==> config.mk <==
export PLATFORM = sky130hd
export DESIGN_NAME = mux41_rr_arbiter
export DESIGN_NICKNAME = d
export VERILOG_FILES = /design/src/rtl/mux41_rr_arbiter.sv
export SDC_FILE = /design/constraint.sdc
export NUM_CORES = 1
export LEC_CHECK = 0
export ABC_AREA = 1
export ABC_CLOCK_PERIOD_IN_PS = 4800
export CORE_ASPECT_RATIO = 0.75
export CORE_MARGIN = 2
export CORE_UTILIZATION = 45
export DETAILED_ROUTE_END_ITERATION = 10
export GPL_TIMING_DRIVEN = 0
export PLACE_DENSITY = 0.86
export SLEW_MARGIN = 20
export SYNTH_ARGS = -nofsm -noshare
export SYNTH_HDL_FRONTEND = slang
export SYNTH_SLANG_ARGS = --single-unit
==> constraint.sdc <==
create_clock -name clk -period 4.8 [get_ports clk]
set_input_delay 0.96 -clock clk [delete_from_list [all_inputs] [get_ports clk]]
set_output_delay 0.96 -clock clk [all_outputs]
set_load 0.005 [all_outputs]
==> src/rtl/mux41_rr_arbiter.sv <==
// mux41_rr_arbiter
//   Round-robin arbiter that owns the 4:1 mux select for a shared output
//   channel. Four valid/ready sources compete for one sink. A grant lasts
//   for one packet: it is released on the source's last beat or after
//   MAX_BURST beats. At least one IDLE cycle separates consecutive grants.
//
// Ports
//   clk        rising-edge clock
//   rst_n      asynchronous active-low reset
//   req        per-source valid (bit i = source i)
//   data_in    source i data at [i*WIDTH +: WIDTH]
//   last_in    per-source end-of-packet flag
//   ready_in   per-source ready, only the granted bit can be 1
//   out_valid  valid toward the sink
//   out_data   muxed data toward the sink
//   out_last   muxed last flag
//   out_ready  sink ready
//   sel        registered mux select (index of the granted source)
//   grant      one-hot grant, all 0 when idle
//   busy       1 while a grant is held
//
// State  | Meaning
// -------+---------------------------------------------------------------
// IDLE   | no owner; arbitrate round-robin starting at ptr
// GRANT  | source sel owns the channel until last beat or MAX_BURST beats
module mux41_rr_arbiter #(
    parameter int WIDTH     = 8,
    parameter int MAX_BURST = 4
) (
    input  logic               clk,
    input  logic               rst_n,
    input  logic [3:0]         req,
    input  logic [4*WIDTH-1:0] data_in,
    input  logic [3:0]         last_in,
    output logic [3:0]         ready_in,
    output logic               out_valid,
    output logic [WIDTH-1:0]   out_data,
    output logic               out_last,
    input  logic               out_ready,
    output logic [1:0]         sel,
    output logic [3:0]         grant,
    output logic               busy
);

    localparam int CW = $clog2(MAX_BURST) + 1;

    typedef enum logic {
        IDLE  = 1'b0,
        GRANT = 1'b1
    } state_t;

    state_t          state;
    logic [1:0]      ptr;
    logic [CW-1:0]   beat_cnt;

    logic [1:0]      pick;
    logic [1:0]      cand;
    logic            pick_found;
    logic            xfer;
    logic            rel;

    // First requesting source scanning ptr, ptr+1, ... with 2-bit wrap.
    always_comb begin
        pick_found = 1'b0;
        pick       = ptr;
        cand       = ptr;
        for (int k = 0; k < 4; k++) begin
            cand = ptr + 2'(k);
            if (!pick_found && req[cand]) begin
                pick_found = 1'b1;
                pick       = cand;
            end
        end
    end

    assign busy = (state == GRANT);
    assign xfer = busy && req[sel] && out_ready;
    assign rel  = xfer && (last_in[sel] || (beat_cnt == CW'(MAX_BURST - 1)));

    always_comb begin
        ready_in  = '0;
        out_valid = 1'b0;
        out_data  = '0;
        out_last  = 1'b0;
        if (busy) begin
            ready_in[sel] = out_ready;
            out_valid     = req[sel];
            out_data      = data_in[int'(sel)*WIDTH +: WIDTH];
            out_last      = last_in[sel];
        end
    end

    always_ff @(posedge clk or negedge rst_n) begin
        if (!rst_n) begin
            state    <= IDLE;
            sel      <= '0;
            grant    <= '0;
            ptr      <= '0;
            beat_cnt <= '0;
        end else begin
            case (state)
                IDLE: begin
                    if (pick_found) begin
                        sel      <= pick;
                        grant    <= 4'b0001 << pick;
                        beat_cnt <= '0;
                        state    <= GRANT;
                    end
                end
                GRANT: begin
                    // sel is left alone on release so the mux stays put.
                    if (rel) begin
                        state    <= IDLE;
                        grant    <= '0;
                        ptr      <= sel + 2'd1;
                        beat_cnt <= '0;
                    end else if (xfer) begin
                        beat_cnt <= beat_cnt + CW'(1);
                    end
                end
            endcase
        end
    end

endmodule

Word level (Yosys, flattened, before mapping)
Index checks and enable logic that the tools add are counted.
{ "classes": {"n_addsub": 5, "bitwise_logic": 2, "muxes": 35, "shift": 2, "reduce_logical": 15, "eq_ne": 4, "order_cmp": 6} }
{ "ops": {"columns": ["operator", "count"], "rows": [
  ["32-bit by 6-bit variable part select with 8-bit output", 1],
  ["2-bit by 3-bit less-than comparator with 1-bit output (second input constant)", 5],
  ["1-bit two-way mux", 15],
  ["1-bit binary-select mux with 2-bit select", 6],
  ["4-bit two-way mux", 3],
  ["3-bit two-way mux", 3],
  ["8-bit two-way mux", 1],
  ["4-bit case mux with 2 select lines", 1],
  ["2-bit AND reduction", 4],
  ["1-bit logical AND", 7],
  ["2-bit two-way mux", 3],
  ["3-bit case mux with 2 select lines", 1],
  ["2-bit by 1-bit adder with 2-bit output (second input constant)", 2],
  ["2-bit adder (second input constant)", 2],
  ["4-bit bitwise AND", 1],
  ["1-bit by 2-bit << shifter with 4-bit output (first input constant)", 1],
  ["3-bit by 1-bit adder with 3-bit output (second input constant)", 1],
  ["3-bit by 2-bit == test with 1-bit output (second input constant)", 1],
  ["1-bit logical NOT", 3],
  ["3-bit by 1-bit inequality test with 1-bit output (second input constant)", 1],
  ["1-bit demux with 2-bit select", 1],
  ["2-bit by 1-bit greater-or-equal comparator with 1-bit output (second input constant)", 1],
  ["2-bit by 1-bit inequality test with 1-bit output (second input constant)", 1],
  ["2-bit inequality test (second input constant)", 1],
  ["other kinds (3)", 3]
]} }
{ "totals": {"elab_cells": 74, "inputBits": 43, "output_inout_bits": 21, "ff_bits": 12} }

Depth between registers and ports, before layout
{ "logic_depth": {"depth_word": 15, "mapped_depth": 14, "ltp_nobuf": 13} }

Worst setup path before layout
OpenSTA, ideal clock, no wires.
{ "synth_timing": {"path_kind": "input to output", "from": "input req[1]", "to": "output out_valid", "required_ns": 3.840, "arrival_time_ns": 1.404, "stages": 6, "slack_ns": 2.436, "cell_sequence": "inv_1 -> a21oi_1 -> o21ai_0 -> nand2_1 -> inv_1 -> nor2_1"} }
{ "synth_via": {"elab_chain_len": 3} }
{ "synth_rtl": {"columns": ["element", "line_no", "text"], "rows": [
  ["start: declaration", "32", "input logic [3:0] req,"],
  ["1-bit binary-select mux with 2-bit select", "87", "out_valid = req[sel];"],
  ["1-bit two-way mux (implied by the code)", "87", null],
  ["1-bit two-way mux", "85", "if (busy) begin"],
  ["end: declaration", "36", "output logic out_valid,"]
]} }
Every way passes these cells. The select of a mux whose other input is x is not followed.

Worst setup path in the final report
{ "layout_timing": {"from": "register sel[0]", "to": "output out_data[0]"} }
{ "layout_via": {"elab_chain_len": 2} }
{ "layout_rtl": {"columns": ["element", "line_no", "text"], "rows": [
  ["start: declaration", "40", "output logic [1:0] sel,"],
  ["start signal: assignment", "104", "sel <= pick;"],
  ["32-bit by 6-bit variable part select with 8-bit output", "88", "out_data = data_in[int'(sel)*WIDTH +: WIDTH];"],
  ["8-bit two-way mux", "85", null],
  ["end: declaration", "37", "output logic [WIDTH-1:0] out_data,"]
]} }
Every way passes these cells.

==> results.md <==
- Critical Path Sink Type: primary output
- Slew headroom: 0.6459
- Max Used Layer: met4
- Mapped Area: around 1400 sq um
- Max Root-Sink Buffers: 2
- Clk Latency, worst-skew pair: roughly 240 ps
- Overall Global Routing Usage: 0.2685
- CP arrival: 2600 ps
- HP Class: flop to flop
- Boundary Pins: 64
- First-pass GRT wire length: approximately 7000 um
- Routed length per instance: 13.38 um
- Root buf cell: clkbuf_8
- TritonCTS Buffers: 3
- Fin Setup TNS: 0 ps
- Overflow after GRT: 0
- Nets@finish: 363
- Data required, critical path: about 3800 ps
- Core ar.: slightly below 3000 sq um
- Syn_nets: about 300
- Hold-fix buffers, CTS: 0
- Crit-path cells: clkbuf_1 > buf_1 > nor2_1 > nor2_1 > o21ai_0 > a21oi_1 > clkdlybuf4s50_1
- Yosys reg bits: 12
- RSZ-0062 raised after global routing: false
- DRT antenna net count: 0
- Vias in the first global route: 1499
- Most frequent cells in the layout: 83 x nand2_1, 63 x clkdlybuf4s50_1, 44 x nor2_1
- WP buf/inv: 3
- Warnings, synthesis: 0
- Register area share after synthesis: 0.2174
- Maxcap violations: 0
- Largest net degree at the start of global routing: 13
- CTS tree: yes
- Yosys cell types: 21
- CP max stage cell: clkdlybuf4s50_1
- XOR/XNOR Fraction of Synth Area: 0
- CP max stage delay: 530 ps
- Crit Path Max Fanout: 10
- Flop2flop setup slack: between 2000 and 3000 ps
- PD cells: 600.4 nW/um^2
- Kind of critical path: flop to primary output
- Clock skew: 3.221 ps
- Met2 WL: around 2000 um
- Filler cells: 272
- Drt first pass iters: 5
- Startpoint Class: flop
- Most Frequent Cell on Critical Path: nor2_1
- # rows: 17
- Initial drt markers: between 100 and 150
- Antenna cells: 0
- Status: complete, no violations
- Post-synthesis mux area share: 0
- Tcrit/Tclk final: 0.7418
- DR WL met3: 360 um
- Worst-path clk slew: 50 ps
- Power, Total: 1261 uW
- Port Buffers: 63
- DP HPWL: 3689 um
- DIE AREA: approximately 3500 sq um
- Layout cell share with drive strength beyond 1: 0.08333
- Tmin final: between 3000 and 4000 ps
- Via density: slightly below 5
- Chip height: between 50 and 60 um
- Delay-heaviest family, CP: buffers and inverters
- Layout area overhead: 52.08%
- Post-Synth Simple-Gate Area: 0.4937
- Commonest non-fill, non-tap cell in the layout: nand2_1
- Largest family of logic cells by synthesized area: simple AND/OR/NAND/NOR gates
- H-tree lvl count: 1
- CTS sink cnt: 12
- Worst Tran Pin Value: 529.5 ps
- Initial antenna violation count: 0
- Average size of a mapped cell: roughly 5.6 sq um
- DRC viols: 0
- Compound-cell area share of the yosys netlist: 0.1332
- Post-cts resize count: 0
- Post-synthesis instance total: 246
- Count of final setup violators: 0
- Max Freq: between 200 and 300 MHz
- Hold Vio Cnt, Final: 0
- Routed WL: ~4700 um
- Initial Util: 0.4706
- Post-Synth Adder-Cell Area: 0.05435
- Peak supply drop: 322.7 uV
- Die Wd: 67.98 um
- GPL Wtd Cong: 0.9028
- Wl on met1: 2251 um
- Post-CTS Setup Bufs: 0
- DR vias: around 1700
- Slew Limit Fails: 0
- Static leakage: around 0.0011 uW
## sequential cells by signal (all words and copies together) (netlist names)
signal	count
beat_cnt	3
busy	1
ptr	2
sel	2
grant	4
## cell usage after synthesis
cell	number	area (sq um)
buf_2	4	20.02
nor2_1	44	165.2
a21oi_1	11	55.05
nor2_4	1	11.26
buf_4	1	7.510
o21ai_4	1	16.27
dfrtp_1	12	300.3
a31oi_2	1	12.51
inv_2	2	7.510
nor2_2	1	6.260
clkbuf_1	3	11.26
nand2_1	83	311.6
nand2_2	10	62.56
buf_6	1	11.26
o21ai_0	20	100.1
inv_1	21	78.83
nand3_1	20	100.1
ha_1	6	75.07
nand4_2	1	12.51
buf_1	1	3.750
nand4_1	2	12.51
## worst reg2reg max path: cells and delay by family, from the launching register on
kind            cells  cell delay (ps)
compound gates      1               60
simple gates       10              970
buf+inv             2              340
flops               1              350
## final timing paths
check,from,to,cells past startpoint
max,sel[0]$_DFFE_PN0P_,out_data[0],7
min,beat_cnt[2]$_DFFE_PN0P_,beat_cnt[2]$_DFFE_PN0P_,2
max in group asynchronous,rst_n,sel[1]$_DFFE_PN0P_,1
min reg2reg,beat_cnt[2]$_DFFE_PN0P_,beat_cnt[2]$_DFFE_PN0P_,2
max reg2reg,ptr[1]$_DFFE_PN0P_,sel[0]$_DFFE_PN0P_,13
min in group asynchronous,rst_n,grant[3]$_DFFE_PN0P_,1
## cells by family after synthesis
| logic type | Yosys count |
|---|---|
| fa+ha+maj | 6 |
| buf+inv | 33 |
| flops | 12 |
| compound gates | 33 |
| simple gates | 162 |
## metal layers
layer  vias to the layer above  GRT usage
met1                       758     0.3867
met3                         3    0.04762
met4                         0    0.07333
met2                        65     0.4094
met5                         -          0
li1                        903          -
## stage by stage
step	instances	utilization	hold WS [ps]	area (sq um)	worst slack [ps]
floorplan	246	-	448.8	1381	2436
global placement	347	0.7016	465.2	2059	1320
detailed placement	347	0.7016	476.4	2059	1306
CTS	350	0.7157	487.9	2101	1285
global route	350	0.7157	513.1	2101	1122
finish	350	0.7157	487.8	2101	1239
## area by class of cell
| type | count | area, sq um | area share |
|---|---|---|---|
| inverters | 23 | 86.33 | 0.04110 |
| clock buffers | 3 | 41.29 | 0.01965 |
| repair buffers | 63 | 630.6 | 0.3002 |
| well taps | 38 | 47.55 | 0.02263 |
| multi-input cells | 201 | 940.9 | 0.4479 |
| plain buffers | 10 | 53.80 | 0.02561 |
| flip-flops and latches | 12 | 300.3 | 0.1429 |
## report_power, final
| group | internal (uW) | switching, uW |
|---|---|---|
| Sequential | 139 | 38.5 |
| Clock | 55.3 | 36.9 |
| Combinational | 414 | 577 |
(Power assumes the default switching activity.)
